### config.mk
export PLATFORM = sky130hd
export DESIGN_NAME = univ_shift_reg
export DESIGN_NICKNAME = d
export VERILOG_FILES = /design/src/rtl/univ_shift_reg.sv
export SDC_FILE = /design/constraint.sdc
export NUM_CORES = 1
export LEC_CHECK = 0
export CAP_MARGIN = 20
export CORE_AREA = 2 2 39 41
export DETAILED_ROUTE_END_ITERATION = 12
export DIE_AREA = 0 0 41 43
export DONT_BUFFER_PORTS = 1
export GPL_ROUTABILITY_DRIVEN = 1
export PLACE_DENSITY = 0.7
export SYNTH_ARGS = -nofsm -noshare
export SYNTH_HDL_FRONTEND = slang
export SYNTH_SLANG_ARGS = --single-unit
### constraint.sdc
create_clock -name clk -period 1.85 [get_ports clk]
set_input_delay 0.185 -clock clk [delete_from_list [all_inputs] [get_ports clk]]
set_output_delay 0.185 -clock clk [all_outputs]
set_load 0.01 [all_outputs]
### src/rtl/univ_shift_reg.sv
// ---------------------------------------------------------------------------
// univ_shift_reg
//
// Parametrised universal shift register: hold, shift right, shift left and
// parallel load. Both serial ends and the full parallel word are visible.
// A shift counter pulses word_done after every WIDTH shifts, so the block
// can serve as the front end of a serializer or deserializer.
//
// Parameters:
//   WIDTH      register width in bits, 2..32
//
// Ports:
//   clk        rising-edge clock
//   clear      asynchronous active-low reset
//   en         operation enable; 0 holds register and counter
//   mode       00 hold, 01 shift right, 10 shift left, 11 parallel load
//   sin_r      serial input for right shift, enters q[WIDTH-1]
//   sin_l      serial input for left shift, enters q[0]
//   pdata      parallel load data
//   rot        rotate request (active only with UNIV_SHIFT_REG_ROTATE_EN)
//   q          register contents
//   sout_r     q[0], bit leaving on a right shift
//   sout_l     q[WIDTH-1], bit leaving on a left shift
//   bit_cnt    shifts since last load, reset or word wrap
//   word_done  one-cycle pulse when the WIDTH-th shift of a word completes
//
// Build option:
//   UNIV_SHIFT_REG_ROTATE_EN  when defined, rot=1 feeds the bit leaving the
//                             register back in at the other end (rotate).
// ---------------------------------------------------------------------------
module univ_shift_reg #(
    parameter int WIDTH = 8,
    localparam int CW   = $clog2(WIDTH)
) (
    input  logic             clk,
    input  logic             clear,
    input  logic             en,
    input  logic [1:0]       mode,
    input  logic             sin_r,
    input  logic             sin_l,
    input  logic [WIDTH-1:0] pdata,
    input  logic             rot,
    output logic [WIDTH-1:0] q,
    output logic             sout_r,
    output logic             sout_l,
    output logic [CW-1:0]    bit_cnt,
    output logic             word_done
);

    localparam logic [1:0]    MODE_HOLD  = 2'b00;
    localparam logic [1:0]    MODE_RIGHT = 2'b01;
    localparam logic [1:0]    MODE_LEFT  = 2'b10;
    localparam logic [1:0]    MODE_LOAD  = 2'b11;
    localparam logic [CW-1:0] LAST_BIT   = CW'(WIDTH - 1);

    logic [WIDTH-1:0] q_q, q_d;
    logic [CW-1:0]    cnt_q, cnt_d;
    logic             done_q, done_d;

    logic             fill_r;
    logic             fill_l;
    logic             shift;

    // Bits entering the register on a shift; in rotate mode they come from
    // the opposite end of the register instead of the serial pins.
`ifdef UNIV_SHIFT_REG_ROTATE_EN
    assign fill_r = rot ? q_q[0]       : sin_r;
    assign fill_l = rot ? q_q[WIDTH-1] : sin_l;
`else
    logic unused_rot;
    assign unused_rot = rot;
    assign fill_r     = sin_r;
    assign fill_l     = sin_l;
`endif

    always_comb begin
        q_d    = q_q;
        cnt_d  = cnt_q;
        done_d = 1'b0;
        shift  = 1'b0;

        if (en) begin
            case (mode)
                MODE_RIGHT: begin
                    q_d   = {fill_r, q_q[WIDTH-1:1]};
                    shift = 1'b1;
                end
                MODE_LEFT: begin
                    q_d   = {q_q[WIDTH-2:0], fill_l};
                    shift = 1'b1;
                end
                MODE_LOAD: begin
                    q_d   = pdata;
                    cnt_d = '0;
                end
                MODE_HOLD: begin
                    q_d = q_q;
                end
                default: begin
                    q_d = q_q;
                end
            endcase
        end

        // Both directions advance the same word counter.
        if (shift) begin
            if (cnt_q == LAST_BIT) begin
                cnt_d  = '0;
                done_d = 1'b1;
            end else begin
                cnt_d = cnt_q + 1'b1;
            end
        end
    end

    always_ff @(posedge clk or negedge clear) begin
        if (!clear) begin
            q_q    <= '0;
            cnt_q  <= '0;
            done_q <= 1'b0;
        end else begin
            q_q    <= q_d;
            cnt_q  <= cnt_d;
            done_q <= done_d;
        end
    end

    assign q         = q_q;
    assign sout_r    = q_q[0];
    assign sout_l    = q_q[WIDTH-1];
    assign bit_cnt   = cnt_q;
    assign word_done = done_q;

endmodule

Word level (Yosys, flattened, before mapping)
Cells that the tools add are included.
Storage, ports and cells
  bits in registers: 12
  word-level logic and storage cells: 24
Operators by class
  add/subtract/negate cells: 1
  eq/ne operators: 4
  mux-type cells: 9
  bitwise operators: 1
  reductions and logical operators: 6
Operators with widths (count)
  $pmux W8 S3: 1
  $mux W3: 4
  $eq A2 B2 Y1 const B: 2
  $mux W1: 4
  $reduce_and A2 Y1: 2
  $reduce_bool A2 Y1: 2
  $add A3 B1 Y3 const B: 1
  $eq A3 B3 Y1 const B: 1
  $eq A2 B1 Y1 const B: 1
  $logic_not A2 Y1: 1
  $reduce_or A2 Y1: 1
  $not A1 Y1: 1

Longest topological paths before layout
  depth in word-level cells: 6
  gate-level depth with buffers: 6
  depth with buffers taken out: 5

Worst setup path after synthesis
No wires, ideal clock.
  path kind: register to register
  start: register cnt_q[0] (netlist: bit_cnt[0])
  end: register cnt_q[2] (netlist: bit_cnt[2])
  setup time: 0.122 ns
  arrival time: 1.087 ns
  path slack: 0.642 ns
  stages on the path, launching flop included: 4
  buffers on the path: 0
  cell sequence: dfrtp_1 ha_1 ha_1 a32o_1
Between the ends
  word-level cells in the longest chain between the ends: 3
  elaborated cells on any way between the ends: 4
RTL lines
  start: declaration: line 57  | logic [CW-1:0] cnt_q, cnt_d;
  start signal: assignment: line 123  | cnt_q <= cnt_d;
  $add A3 B1 Y3 / $eq A3 B3 Y1 (equally long branches): line 111, 107
  $mux W3 (*): line 107  | if (cnt_q == LAST_BIT) begin
  $mux W3 (*): line 106  | if (shift) begin
Every way passes the cells marked *; elsewhere a longest branch is shown, timed or not.
A chain may end at the register's enable or synchronous reset.

Final worst setup path
Same ends and word-level chain as after synthesis.

==> results.py <==
metrics = {
    "critical_path": {
        "reg2reg_depth": 3,
        "critPathArrivalTime_ns": 1.43,
        "crit_path_end_kind": "register",
        "r2r_slack_ns": 0.59,
        "start_kind": "register",
        "rr_endpoint": "bit_cnt[2]",
        "required_ns": 2.01,
        "crit_start": "bit_cnt[0]",
        "r2r-start": "bit_cnt[0]",
        "path_max_fanout": 4,
        "critical_path_class": "reg -> reg",
    },
    "route": {
        "vias": 485,
        "drt_iter0_drc": 10,
        "drtPass1Iterations": 3,
        "drc_errors": 0,
        "ant_nets": 0,
        "avgRoutedWirePerCell_microns": 16.0,
        "routed_wl_mm": 1.28,
        "viasPerCell": 6.06,
    },
    "sta": {
        "period_needed_ns": 1.26,
        "report.final.hold_viol_count": 0,
        "maxSlewViolCount": 0,
        "grt_setup_unrepaired": "false",
        "finalCritPeriodShare_pct": 68.3,
        "tns_ns": 0,
        "final.setup_skew_ns": 0.00224,
        "fmax_ghz": 0.791,
        "worstMarginPinSlew_ns": 0.524,
        "setup_viol": 0,
        "maxSlewHeadroom_pct": 65.0,
    },
    "min_path": {
        "min_from": "en",
        "hp-class": "in -> reg",
        "whs_path_depth": 1,
        "hold_end": "word_done",
    },
    "synth": {
        "syn_avg_cell_area_sq_um": 10.3,
        "ys_seq_area_share_pct": 45.5,
        "synthTopCellsByArea": "dfrtp_1 45%, a22o_1 11%, ha_1 9.5%",
        "post_synth_inst_count": 64,
        "ys_types": 14,
        "synth_nets": 85,
        "synth-edff-count": 0,
        "netlist_area_sq_um": 661,
        "synth_ff_type": "dfrtp_1",
        "synthArstFlopShare_pct": 100,
        "ys_ff_latch": 12,
        "synth_top_area_cell": "dfrtp_1",
        "yosysWarnings": 0,
        "synth_top_area_share_pct": 45.5,
    },
    "flow_run": {
        "cap_violations": 0,
    },
    "global_route": {
        "antenna_found_initial": 0,
        "grt_start_max_net_pins": 17,
        "grt_usage_pct": 17.4,
        "grt_pass1_wl_mm": 2.11,
        "overflow": 0,
        "grt_pass1_vias": 493,
    },
    "die": {
        "coreArea_sq_um": 1380,
        "die_w_microns": 41,
        "dieArea_sq_um": 1760,
        "rows": 14,
        "ioPinCount": 30,
        "start_util_pct": 47.7,
        "fp.dieH_microns": 43,
    },
    "clock_network": {
        "clk_latency_ns": 0.27,
        "cts_tree": "built",
        "htree_levels": 1,
        "clockRootBuffer": "clkbuf_4",
        "clk_pin_slew_ns": 0.07,
        "cts_made_buffers": 3,
        "clock-sinks": 12,
        "clock_path_buffers": 2,
        "cts_setup_buffers": 0,
    },
    "power": {
        "peakVddDrop_uv": 430,
        "p_switching_uw": 254,
        "powerDensity_nw_per_um2": 1120,
        "combPwrFrac_pct": 18.4,
        "swShare_pct": 33.3,
        "p_leak_nw": 0.319,
        "clkPwrFrac_pct": 27.2,
        "internal_power_uw": 510,
        "seqPwrFrac_pct": 54.4,
    },
    "layout": {
        "layout-drive-gt1-share_pct": 9.38,
        "areaGrowthSynthToFinish_pct": 3.22,
        "nets": 86,
        "design_area_sq_um": 682,
        "antenna_cells": 0,
        "nFillCells": 129,
    },
    "place": {
        "place_congestion": 0.730,
        "placed_area_sq_um": 636,
        "io_buffers": 0,
        "dp_hpwl_microns": 946,
    },
    "run_status": {
        "status": "finished, final reports clean",
    },
}
## critical path: stages, from the launching register on
cell     delay (ns)
dfrtp_1        0.45
ha_1           0.23
ha_1           0.27
a32o_1         0.21
## worst max path at each step
stage | end | slack, ns | cells past startpoint
finish | bit_cnt[2] | 0.59 | 3
global route | bit_cnt[2] | 0.53 | 3
CTS | bit_cnt[2] | 0.58 | 3
floorplan | bit_cnt[2] | 0.64 | 3
detailed placement | bit_cnt[2] | 0.59 | 3
global placement | bit_cnt[2] | 0.62 | 3
## per-layer routing
metal / up-vias / wire length [microns] / track usage [%]
met3: 4 / 103 / 6.81
met4: 0 / 21 / 8.00
met5: - / 0 / 0
met1: 234 / 568 / 21.7
met2: 16 / 583 / 25.3
li1: 231 / - / -
## synth_stat cells (2+ instances only)
master,number
inv_1,2
buf_4,3
o21ai_1,9
nand2_1,8
buf_6,2
a22o_1,8
a32o_1,3
ha_1,5
a21oi_1,8
dfrtp_1,12
## placed cells by master, fill, tap and decap left out, types with 2 or more instances in the layout
| cell | count |
|---|---|
| dfrtp_1 | 12 |
| o21ai_1 | 9 |
| a22o_1 | 8 |
| a21oi_1 | 8 |
| nand2_1 | 8 |
| ha_1 | 5 |
| a32o_1 | 3 |
| clkbuf_4 | 3 |
| inv_1 | 2 |
## layout make-up
class                      count  area (sq um)  share of cell area, %
tap                           16          20.0                   2.94
inverter                       2          7.51                   1.10
sequential                    12           300                   44.0
timing repair buffer           1          10.0                   1.47
multi-input combinational     45           308                   45.1
clock buffer                   4          36.3                   5.32
## state kept, by name, summed over array words and instances, names as in the netlist
signal and flops:
bit_cnt 3, word_done 1, q 8
## what timing repair did
action,in CTS,in global routing
resized for setup,0,0
hold buffers,1,0
hold endpoints to repair,12,0
endpoints found under the setup margin,0,0
## metrics by stage
stage	power (mW)	setup WS [ns]	hold slack, ns	util (%)	cells
2_1_floorplan	0.533	0.642	-0.111	-	64
3_3_place_gp	0.544	0.617	-0.110	45.9	75
3_5_place_dp	0.559	0.589	-0.110	45.9	75
4_1_cts	0.771	0.578	0.0632	49.3	80
5_1_grt	0.814	0.526	0.0671	49.3	80
6_report	0.764	0.586	0.0668	49.3	80
## power groups by stage
stage,clock [mW],sequential (mW),combinational (mW)
finish,0.208,0.415,0.141
global route,0.222,0.425,0.167
CTS,0.211,0.416,0.144
detailed placement,0,0.422,0.137
global placement,0,0.419,0.125
floorplan,0,0.400,0.133
## kinds of logic (layout without fill, tap and decap cells)
| kind of cell | after synthesis | in the layout | share of synthesized area (%) |
|---|---|---|---|
| buffers and inverters | 7 | 7 | 7.95 |
| AO/OA/AOI/OAI | 28 | 28 | 28.0 |
| adder cells (fa/ha/maj) | 5 | 5 | 9.47 |
| flip-flops | 12 | 12 | 45.5 |
| AND/OR/NAND/NOR | 12 | 12 | 9.09 |
Power figures use the tool's default switching activity.
